### src/rtl/signed_stream_pkg.sv
// Shared types for the signed stream accumulator.
// Provides the controller state encoding used by the top level.
package signed_stream_pkg;

    typedef enum logic {
        ACCUM = 1'b0,
        HOLD  = 1'b1
    } state_t;

endpackage

### src/rtl/signed_add_sat.sv
// Combinational two's complement adder with overflow flag and optional clamp.
// Ports: a, b (signed operands), sat_en (1 = clamp on overflow),
//        sum (wrapped or clamped result), overflow (step overflowed).
module signed_add_sat #(
    parameter int WIDTH = 8
) (
    input  logic [WIDTH-1:0] a,
    input  logic [WIDTH-1:0] b,
    input  logic             sat_en,
    output logic [WIDTH-1:0] sum,
    output logic             overflow
);

    localparam logic [WIDTH-1:0] SAT_MAX = {1'b0, {(WIDTH-1){1'b1}}};
    localparam logic [WIDTH-1:0] SAT_MIN = {1'b1, {(WIDTH-1){1'b0}}};

    logic [WIDTH-1:0] w_raw;

    assign w_raw = a + b;

    // Overflow only possible when operands share a sign and result flips it
    assign overflow = (a[WIDTH-1] == b[WIDTH-1]) &&
                      (w_raw[WIDTH-1] != a[WIDTH-1]);

    always_comb begin
        sum = w_raw;
        if (sat_en && overflow) begin
            sum = a[WIDTH-1] ? SAT_MIN : SAT_MAX;
        end
    end

endmodule

### src/rtl/signed_stream_accum_sat.sv
// Packet accumulator: sums signed beats per packet, one result per packet.
// Ports: clk, rst (async active-low), in_* beat stream (valid/ready/data/last,
//        sat_en per beat), out_* result stream (valid/ready/sum/overflow/beats).
module signed_stream_accum_sat
    import signed_stream_pkg::*;
#(
    parameter int WIDTH = 8,
    parameter int CNT_W = 8
) (
    input  logic             clk,
    input  logic             rst,
    input  logic             in_valid,
    output logic             in_ready,
    input  logic [WIDTH-1:0] in_data,
    input  logic             in_last,
    input  logic             sat_en,
    output logic             out_valid,
    input  logic             out_ready,
    output logic [WIDTH-1:0] out_sum,
    output logic             out_overflow,
    output logic [CNT_W-1:0] out_beats
);

    state_t           r_state;
    state_t           w_state_nx;
    logic [WIDTH-1:0] r_acc;
    logic             r_first;
    logic             r_sticky;
    logic [CNT_W-1:0] r_cnt;
    logic             r_out_valid;
    logic [WIDTH-1:0] r_out_sum;
    logic             r_out_ovf;
    logic [CNT_W-1:0] r_out_beats;

    logic             w_accept;
    logic             w_out_fire;
    logic [WIDTH-1:0] w_a;
    logic [WIDTH-1:0] w_sum;
    logic             w_ovf;
    logic             w_sticky_nx;
    logic [CNT_W-1:0] w_cnt_nx;

    assign w_accept   = in_valid && in_ready;
    assign w_out_fire = r_out_valid && out_ready;

    // First beat of a packet starts from zero rather than the stale acc
    assign w_a = r_first ? '0 : r_acc;

    signed_add_sat #(
        .WIDTH (WIDTH)
    ) u_add (
        .a        (w_a),
        .b        (in_data),
        .sat_en   (sat_en),
        .sum      (w_sum),
        .overflow (w_ovf)
    );

    assign w_sticky_nx = (r_first ? 1'b0 : r_sticky) | w_ovf;
    assign w_cnt_nx    = r_first  ? CNT_W'(1) :
                         (&r_cnt) ? r_cnt     : r_cnt + 1'b1;

    always_ff @(posedge clk or negedge rst) begin
        if (!rst) begin
            r_state <= ACCUM;
        end else begin
            r_state <= w_state_nx;
        end
    end

    always_comb begin
        w_state_nx = r_state;
        unique case (r_state)
            ACCUM: if (w_accept && in_last) w_state_nx = HOLD;
            HOLD:  if (w_out_fire)          w_state_nx = ACCUM;
            default: w_state_nx = ACCUM;
        endcase
    end

    // Ready is purely state-derived; masked by reset so it drops immediately
    always_comb begin
        in_ready = (r_state == ACCUM) && rst;
    end

    always_ff @(posedge clk or negedge rst) begin
        if (!rst) begin
            r_acc       <= '0;
            r_first     <= 1'b1;
            r_sticky    <= 1'b0;
            r_cnt       <= '0;
            r_out_valid <= 1'b0;
            r_out_sum   <= '0;
            r_out_ovf   <= 1'b0;
            r_out_beats <= '0;
        end else begin
            if (w_out_fire) begin
                r_out_valid <= 1'b0;
            end
            if (w_accept) begin
                r_acc    <= w_sum;
                r_sticky <= w_sticky_nx;
                r_cnt    <= w_cnt_nx;
                r_first  <= in_last;
                if (in_last) begin
                    r_out_valid <= 1'b1;
                    r_out_sum   <= w_sum;
                    r_out_ovf   <= w_sticky_nx;
                    r_out_beats <= w_cnt_nx;
                end
            end
        end
    end

    assign out_valid    = r_out_valid;
    assign out_sum      = r_out_sum;
    assign out_overflow = r_out_ovf;
    assign out_beats    = r_out_beats;

endmodule

### config.mk
export PLATFORM = sky130hd
export DESIGN_NAME = signed_stream_accum_sat
export DESIGN_NICKNAME = d
export VERILOG_FILES = /design/src/rtl/signed_stream_pkg.sv /design/src/rtl/signed_add_sat.sv /design/src/rtl/signed_stream_accum_sat.sv
export SDC_FILE = /design/constraint.sdc
export NUM_CORES = 1
export LEC_CHECK = 0
export CAP_MARGIN = 25
export CORE_ASPECT_RATIO = 0.6
export CORE_MARGIN = 8
export CORE_UTILIZATION = 50
export CTS_CLUSTER_SIZE = 40
export DETAILED_ROUTE_END_ITERATION = 6
export GPL_TIMING_DRIVEN = 0
export PLACE_DENSITY = 0.8
export SYNTH_ARGS = -nofsm -noshare
export SYNTH_HDL_FRONTEND = slang
export SYNTH_HIERARCHICAL = 1
export SYNTH_SLANG_ARGS = --single-unit
### constraint.sdc
create_clock -name clk -period 3.37 [get_ports clk]
set_input_delay 0.8425 -clock clk [delete_from_list [all_inputs] [get_ports clk]]
set_output_delay 0.8425 -clock clk [all_outputs]
set_load 0.005 [all_outputs]
-- Word level (Yosys, flattened, before mapping)
Cells that the tools add are included.
- add/sub/neg operators: 2
- multipliers: 0
- divide/modulo/power cells: 0
- order comparisons: 0
- equal/unequal tests: 2
- shifts and indexed selects: 0
- muxes and demuxes: 12
- bitwise logic cells: 2
- reduce and logical (&&, ||, !) cells: 8
- operators with widths (kind ; count):
    8-bit two-way mux ; 5
    8-bit by 1-bit adder with 8-bit output, second input constant ; 1
    8-bit adder ; 1
    8-bit AND reduction ; 1
    1-bit logical AND ; 6
    1-bit two-way mux ; 6
    1-bit one-hot mux with 2 select lines ; 1
    2-bit AND reduction ; 1
    1-bit equality test ; 1
    1-bit inequality test ; 1
    1-bit NOT ; 1
    1-bit bitwise OR ; 1
- register bits after elaboration: 37
- latch bits: 0
- memory bits (writable): 0
- memory bits (read-only): 0
- input port bits: 14
- output and inout port bits: 19
- word-level logic and storage cells: 35
- memories kept: 0

-- Logic depth before layout (Yosys ltp)
Gate-level depths: netlist (run 1).
- word-level depth: 6
- depth in mapped cells: 12
- depth with buffers taken out: 11

-- Hierarchy
The synthesis (run 1) kept the hierarchy.
- modules (own cells, without submodules) (module ; instances ; cells an instance ; area each (µm²) ; seq. area each (µm²)):
    signed_stream_accum_sat ; 1 ; 165 ; 1685.4 ; 927.1
    signed_add_sat ; 1 ; 79 ; 555.5 ; 0.0

-- Worst setup path before layout (run 1)
Ideal clock, no wire load.
- path kind: input -> register
- start: input port in_data[0]
- end: register r_out_sum[6] (netlist: out_sum[6])
- setup time: 125 ps
- arrival time: 2767 ps
- data required time: 3245 ps
- setup slack: 478 ps
- stages on the path: 9
- path buffers: 0
- path through: ha_1 inv_1 fa_1 nand2b_1 a21o_1 a211oi_1 nor2_1 or3_1 mux2_2
- word-level cells in the longest chain between the ends: 5
- RTL lines (element ; RTL line ; RTL):
    from (decl) ; signed_stream_accum_sat.sv:14 ; input logic [WIDTH-1:0] in_data,
    8-bit adder * ; signed_add_sat.sv:19 ; assign w_raw = a + b;
    1-bit inequality test ; signed_add_sat.sv:23 ; (w_raw[WIDTH-1] != a[WIDTH-1]);
    1-bit logical AND ; signed_add_sat.sv:22 ; assign overflow = (a[WIDTH-1] == b[WIDTH-1]) &&
    1-bit logical AND ; signed_add_sat.sv:27 ; if (sat_en && overflow) begin
    8-bit two-way mux * ; signed_add_sat.sv:27 ;
    via w_sum[6] ; signed_stream_accum_sat.sv:38 ; logic [WIDTH-1:0] w_sum;
    to (signal assigned) ; signed_stream_accum_sat.sv:106 ; r_out_sum <= w_sum;
    to (decl) ; signed_stream_accum_sat.sv:31 ; logic [WIDTH-1:0] r_out_sum;
Mark *: on every way through the listed nets, which the timed path passes. The rest lies on a longest branch.
A chain may end at the register's enable or synchronous reset.

-- Worst setup path after layout (run 1)
Ends and elaborated chain as after synthesis.

==> PnR_summary.wiki, run 1 <==
{| class="wikitable"
! Metric !! Value
|-
| Run status || complete, no violations
|-
| Number of iterations in the first detailed-routing pass || 4
|-
| Instance count along the most critical hold path || 2
|-
| Via count of the first global-routing pass || 1,725
|-
| Number of top-level pins || 33
|-
| End of the worst register-to-register path || out_sum[6]
|-
| Hold-fix buffers, CTS || 0
|-
| Overall power of the completed layout || 2.21 mW
|-
| Antenna violations before repair || 0
|-
| Worst IR drop on VDD || 0.418 mV
|-
| Number of DRC markers after the initial detailed-route iteration || 136
|-
| Post-route antenna net violation count || 0
|-
| CTS tree || yes
|-
| Post-Route WL || 5.16 mm
|-
| Buffer levels on the longest clock path || 2
|-
| GRT Residual Overflow || 0
|-
| Core area || 4450 sq um
|-
| Number of gates resized after CTS || 0
|-
| Max_cap viols || 0
|-
| Commonest cells in the netlist || nand2_1 (42), dfrtp_1 (36), nor2_1 (21)
|-
| Number of library cell types mapped by synthesis || 56
|-
| Number of buffers and inverters on the critical path || 2
|-
| Number of instances in the synthesized netlist || 244
|-
| Share of the synthesized area in the top cell type || 40.2%
|-
| Crit path required time || 3550 ps
|-
| Number of setup buffers added after CTS || 0
|-
| Die extent in x || 102 um
|-
| Clock-pin slew of the registers on the worst-case setup and hold paths || 70 ps
|-
| Number of I/O port buffers || 32
|-
| Area Growth Syn to Fin || 21.3%
|-
| Worst reg2reg path depth || 11
|-
| Final Hold Vio Count || 0
|-
| Most instantiated flip-flop cell in the synthesis netlist || dfrtp_1
|-
| Number of buffers added by the clock tree synthesis step || 5
|-
| Final weighted congestion in routability-driven placement || 0.834
|-
| Startpoint of the tightest hold check path || r_acc[2]
|-
| Total routing resource utilization after global routing || 16.3%
|-
| Kind of start point of the critical path || input port
|-
| Inst Count DP || 339
|-
| Die boundary height || 67.9 um
|-
| Die Area || 6950 sq um
|-
| Setup violation total in the final timing report || 0
|-
| Average cell area after synthesis || 9.18 sq um
|-
| Register bit total from synthesis || 37
|-
| Net Count, Synth || 267
|-
| Final setup skew || 8.37 ps
|-
| Diode count || 0
|-
| Most used standard cell by instance count after synthesis || nand2_1
|-
| Layout cells sized above 1 || 12.3%
|-
| Average detailed-routed wire length per instance || 14.9 um
|-
| Setup CP Type || input port to flip-flop
|-
| HPWL after DPL || 3.90 mm
|-
| Max-slew headroom || 44.5%
|-
| Largest net degree at the start of global routing || 40
|-
| End point of the worst hold path || r_acc[2]
|-
| Worst min-delay path class || flip-flop to flip-flop
|-
| Yosys Warn Count || 6
|-
| Mapped cell area || 2240 sq um
|-
| Count of placed standard cells in the final layout, fillers left out || 347
|-
| Area contributors post-synth || dfrtp_1 (40%), nand2_1 (7.0%), mux2_2 (4.5%)
|-
| Min cycle time layout || 3290 ps
|-
| Top Family by Delay on Critical Path || simple AND/OR/NAND/NOR gates
|-
| Slowest stage cell, crit path || clkdlybuf4s50_1
|-
| Largest fanout on the critical path || 3
|-
| First-pass GRT wire length || 8.57 mm
|-
| Async set or reset register ratio after synthesis || 100%
|-
| Number of nets at the end of the flow || 306
|-
| Leakage || 1.16 nW
|-
| Number of synthesized flops with an enable pin || 0
|-
| Pin slew with the least headroom to its limit || 832 ps
|-
| Pins Over Slew Limit || 0
|-
| Initial standard-cell utilization of the core || 50.4%
|-
| Via Count || 1,909
|-
| Max frequency || 303 MHz
|-
| Total clock sinks || 37
|-
| Remaining design rule violation count || 0
|-
| Seq/Total Area, Yosys || 41.4%
|-
| Final worst path period share || 97.8%
|-
| Synth area leader || dfrtp_1
|-
| Later-pin clock latency in the skew report || 300 ps
|-
| Post-DR vias/cell || 5.50
|-
| Row count || 19
|-
| Worst reg2reg setup slack || 200 ps
|-
| Root cell of the clock tree || clkbuf_8
|-
| Highest cell delay on the worst timing path || 480 ps
|-
| Worst-path cell chain || clkdlybuf4s50_1 -> ha_1 -> inv_1 -> fa_1 -> nand2b_1 -> a21o_1 -> a211oi_1 -> nor2_1 -> or3_1 -> mux2_2
|-
| RSZ-0062 raised after global routing || no
|-
| Startpoint of the lowest-slack register-to-register path || r_first
|-
| H-tree depth || 2
|-
| Pwr/cell area || 814 nW/um^2
|-
| Kind of end point of the critical path || flip-flop
|-
| Worst EP arrival || 3480 ps
|}
[tightest hold or removal path, delay by kind of cell (launching register included)]
| kind | cells | cell delay [ps] |
|---|---|---|
| flip-flops | 1 | 340 |
| AND/OR/NAND/NOR | 2 | 100 |
[placed cells by master, fill, tap and decap left out, drive strengths merged, types with 4 or more instances in the layout]
cell / n
inv: 9
mux2: 9
dfrtp: 36
nand2: 42
ha: 8
clkdlybuf4s50: 31
o31ai: 4
nor2: 21
nand2b: 5
nand3: 10
a21oi: 20
clkbuf: 10
nor2b: 11
buf: 4
o21ai: 13
[flip-flops by register name, indices dropped and copies added, names as in the netlist]
name          flops
r_acc             8
r_cnt             8
r_sticky          1
r_first           1
out_sum           8
out_valid         1
out_beats         8
r_state           1
out_overflow      1
[per-layer routing]
layer / routed length, um / part of all wire, % / track usage, %
met1: 2620 / 51 / 23.7
met2: 2120 / 41 / 22.6
met3: 348 / 6.7 / 3.96
met5: 0 / 0 / 0
met4: 69 / 1.3 / 6.53
[per-stage QoR]
step                      worst slack [ps]  hold WS [ps]  setup TNS, ps  util, %  instance area, sq um
after CTS                              103           474              0     61.1                  2720
after detailed placement              -203           456           -259     59.3                  2640
after global placement                -889           450         -14770     59.4                  2640
final                                 75.1           470              0     61.1                  2720
after floorplan                        478           438              0        -                  2240
after global routing                  7.51           492              0     61.1                  2720
[kinds of logic (layout without fill, tap and decap cells)]
logic type / count (synthesis) / count (layout) / share of synthesized area, %
AND/OR/NAND/NOR: 106 / 106 / 24.9
AO/OA/AOI/OAI: 62 / 62 / 19.0
multiplexers: 11 / 11 / 5.42
buffers and inverters: 16 / 56 / 2.79
adder cells (fa/ha/maj): 9 / 9 / 5.36
XOR/XNOR: 3 / 3 / 1.17
flip-flops: 37 / 37 / 41.4
[how the worst max path moves through the flow]
stage,slack [ps],endpoint,startpoint,cells after the start
6_report,80,out_sum[6],in_data[0],10
3_5_place_dp,-200,out_sum[6],in_data[0],10
3_3_place_gp,-890,in_ready,rst,3
2_1_floorplan,480,out_sum[6],in_data[0],9
4_1_cts,100,out_sum[6],in_data[0],10
5_1_grt,8,out_sum[6],in_data[0],10
[where the power goes]
| group | leakage (nW) | internal (mW) | total, mW | switching [mW] |
|---|---|---|---|---|
| clock | 0.0450 | 0.143 | 0.303 | 0.159 |
| sequential | 0.463 | 0.617 | 0.738 | 0.121 |
| combinational | 0.655 | 0.567 | 1.17 | 0.603 |
[final cells by class]
type | count | area (sq um)
inverters | 9 | 33.8
well taps | 63 | 78.8
multi-input cells | 191 | 1250
fillers | 401 | 1730
clock buffers | 6 | 72.6
repair buffers | 32 | 315
flip-flops and latches | 37 | 927
plain buffers | 7 | 28.8
clock inverters | 2 | 10.0
Power figures use the tool's default switching activity.
==> run 2, diff against run 1 <==
CORE_UTILIZATION = 45   (was 50)
HOLD_SLACK_MARGIN = 0.12   (was not set)
PLACE_DENSITY = 0.74   (was 0.8)
==> PnR_summary.wiki, run 2 (synthesis gave the netlist of run 1 again) <==
{| class="wikitable"
! Metric !! Value
|-
| Number of I/O port buffers || 32 (unchanged)
|-
| Pins Over Slew Limit || 0 (unchanged)
|-
| Core area || 4930 sq um (+11%)
|-
| Final weighted congestion in routability-driven placement || 0.821 (-1.6%)
|-
| Area Growth Syn to Fin || 21.5%
|-
| Later-pin clock latency in the skew report || 290 ps (about the same)
|-
| Largest fanout on the critical path || 3 (unchanged)
|-
| Post-route antenna net violation count || 0 (unchanged)
|-
| Number of setup buffers added after CTS || 0 (unchanged)
|-
| Number of gates resized after CTS || 0 (unchanged)
|-
| Diode count || 0 (unchanged)
|-
| Largest net degree at the start of global routing || 40 (unchanged)
|-
| Kind of start point of the critical path || input port
|-
| HPWL after DPL || 4.01 mm (+3.0%)
|-
| Total routing resource utilization after global routing || 14.8% (-1.5 points)
|-
| Crit path required time || 3550 ps (about the same)
|-
| Setup violation total in the final timing report || 0 (unchanged)
|-
| Die extent in x || 107 um (+4.6%)
|-
| Setup CP Type || input port to flip-flop
|-
| Die boundary height || 70.7 um (+4.1%)
|-
| Layout cells sized above 1 || 12.7% (+0.40 points)
|-
| Initial standard-cell utilization of the core || 45.5% (-5.0 points)
|-
| CTS tree || yes
|-
| Max_cap viols || 0 (unchanged)
|-
| Worst IR drop on VDD || 0.383 mV (-8.4%)
|-
| H-tree depth || 2 (unchanged)
|-
| Antenna violations before repair || 0 (unchanged)
|-
| Row count || 20 (+1)
|-
| Filler cell count || 440 (+9.7%)
|-
| End of the worst register-to-register path || out_sum[6]
|-
| Min cycle time layout || 3220 ps (-75.2 ps)
|-
| Worst setup slack before clock tree synthesis || -198 ps (+5.28 ps)
|-
| Worst reg2reg setup slack || 530 ps (+330 ps)
|-
| Post-DR vias/cell || 5.36 (-2.7%)
|-
| Run status || complete, no violations
|-
| Total clock sinks || 37 (unchanged)
|-
| Startpoint of the tightest hold check path || r_acc[0]
|-
| Max-slew headroom || 44.3% (-0.22 points)
|-
| Final setup skew || 7.53 ps (-0.840 ps)
|-
| Number of DRC markers after the initial detailed-route iteration || 122 (-10%)
|-
| Via Count || 1,869 (-2.1%)
|-
| First-pass GRT wire length || 8.93 mm (+4.2%)
|-
| GRT Residual Overflow || 0 (unchanged)
|-
| Average detailed-routed wire length per instance || 15.2 um (+2.1%)
|-
| Hold-fix buffers, CTS || 0 (unchanged)
|-
| Leakage || 1.16 nW (about the same)
|-
| Buffer levels on the longest clock path || 2 (unchanged)
|-
| Number of top-level pins || 33 (unchanged)
|-
| RSZ-0062 raised after global routing || no
|-
| Pin slew with the least headroom to its limit || 835 ps (+3.31 ps)
|-
| Worst min-delay path class || flip-flop to flip-flop
|-
| Number of buffers added by the clock tree synthesis step || 5 (unchanged)
|-
| Final worst path period share || 95.5% (-2.2 points)
|-
| Overall power of the completed layout || 2.21 mW (-0.16%)
|-
| Pwr/cell area || 811 nW/um^2 (-0.34%)
|-
| Max frequency || 311 MHz (+2.3%)
|-
| End point of the worst hold path || r_acc[0]
|-
| Instance count along the most critical hold path || 2 (unchanged)
|-
| Via count of the first global-routing pass || 1,802 (+4.5%)
|-
| Most frequent standard cell in the layout excluding fill and tap cells || nand2_1
|-
| Post-Route WL || 5.30 mm (+2.7%)
|-
| Clock-pin slew of the registers on the worst-case setup and hold paths || 80 ps (about the same)
|-
| Number of iterations in the first detailed-routing pass || 4 (unchanged)
|-
| Remaining design rule violation count || 0 (unchanged)
|-
| Kind of end point of the critical path || flip-flop
|-
| Final Hold Vio Count || 0 (unchanged)
|-
| Number of nets at the end of the flow || 305 (-0.33%)
|-
| Die Area || 7570 sq um (+8.9%)
|-
| Worst EP arrival || 3400 ps (-80 ps)
|-
| Post-route worst setup slack || 150 ps (+75.2 ps)
|-
| Root cell of the clock tree || clkbuf_8
|-
| Most frequent cells in the layout || nand2_1 (42), dfrtp_1 (36), clkdlybuf4s50_1 (31)
|-
| Startpoint of the lowest-slack register-to-register path || r_first
|-
| Worst reg2reg path depth || 10 (-1)
|}
## run 2: cell types whose count changed in the layout (fill, tap and decap cells not counted)
cell      previous run  this run
a211oi_1             1         0
a211oi_2             0         1
buf_1                1         0
## run 2: final cells by class
class / count / area (sq um) / area share, %
repair buffers: 32 / 315 / 11.6
flip-flops and latches: 37 / 927 / 34.1
clock buffers: 6 / 72.6 / 2.67
multi-input cells: 191 / 1260 / 46.1
inverters: 9 / 33.8 / 1.24
plain buffers: 6 / 25.0 / 0.919
well taps: 66 / 82.6 / 3.03
clock inverters: 2 / 10.0 / 0.368
## run 2: metal layers
| metal | share of wire (%) | vias up | global-route usage (%) | wire, um |
|---|---|---|---|---|
| li1 | - | 936 | - | - |
| met1 | 52 | 873 | 21.7 | 2770 |
| met2 | 39 | 56 | 19.7 | 2090 |
| met3 | 7.4 | 4 | 4.81 | 392 |
| met4 | 0.83 | 0 | 4.65 | 44 |
| met5 | 0 | - | 0 | 0 |
## run 2: worst max-delay path: stages
cell	delay (ps)
clkdlybuf4s50_1	470
ha_1	240
inv_1	80
fa_1	430
nand2b_1	190
a21o_1	180
a211oi_2	220
nor2_1	70
or3_1	410
mux2_2	270
## run 2: through the flow
stage / hold slack [ps] / TNS [ps] / util, % / instance area [sq um] / std cells
2_1_floorplan: 438 / 0 / - / 2240 / 244
3_3_place_gp: 453 / -17400 / 53.6 / 2640 / 342
3_5_place_dp: 456 / -250 / 53.5 / 2640 / 342
4_1_cts: 474 / 0 / 55.2 / 2720 / 350
5_1_grt: 490 / 0 / 55.2 / 2720 / 349
6_report: 475 / 0 / 55.2 / 2720 / 349
## run 2: how the worst max path moves through the flow
stage,start,endpoint,slack [ps],cells after the start
after floorplan,in_data[0],out_sum[6],480,9
after global placement,rst,in_ready,-940,3
after detailed placement,in_data[0],out_sum[6],-200,10
after CTS,in_data[0],out_sum[6],110,10
after global routing,rst,in_ready,50,3
final,in_data[0],out_sum[6],150,10
## run 2: power by group
part	internal [mW]	switching, mW	total [mW]	leakage (nW)
logic	0.569	0.584	1.15	0.655
clock network	0.143	0.161	0.305	0.0450
registers	0.617	0.134	0.750	0.463
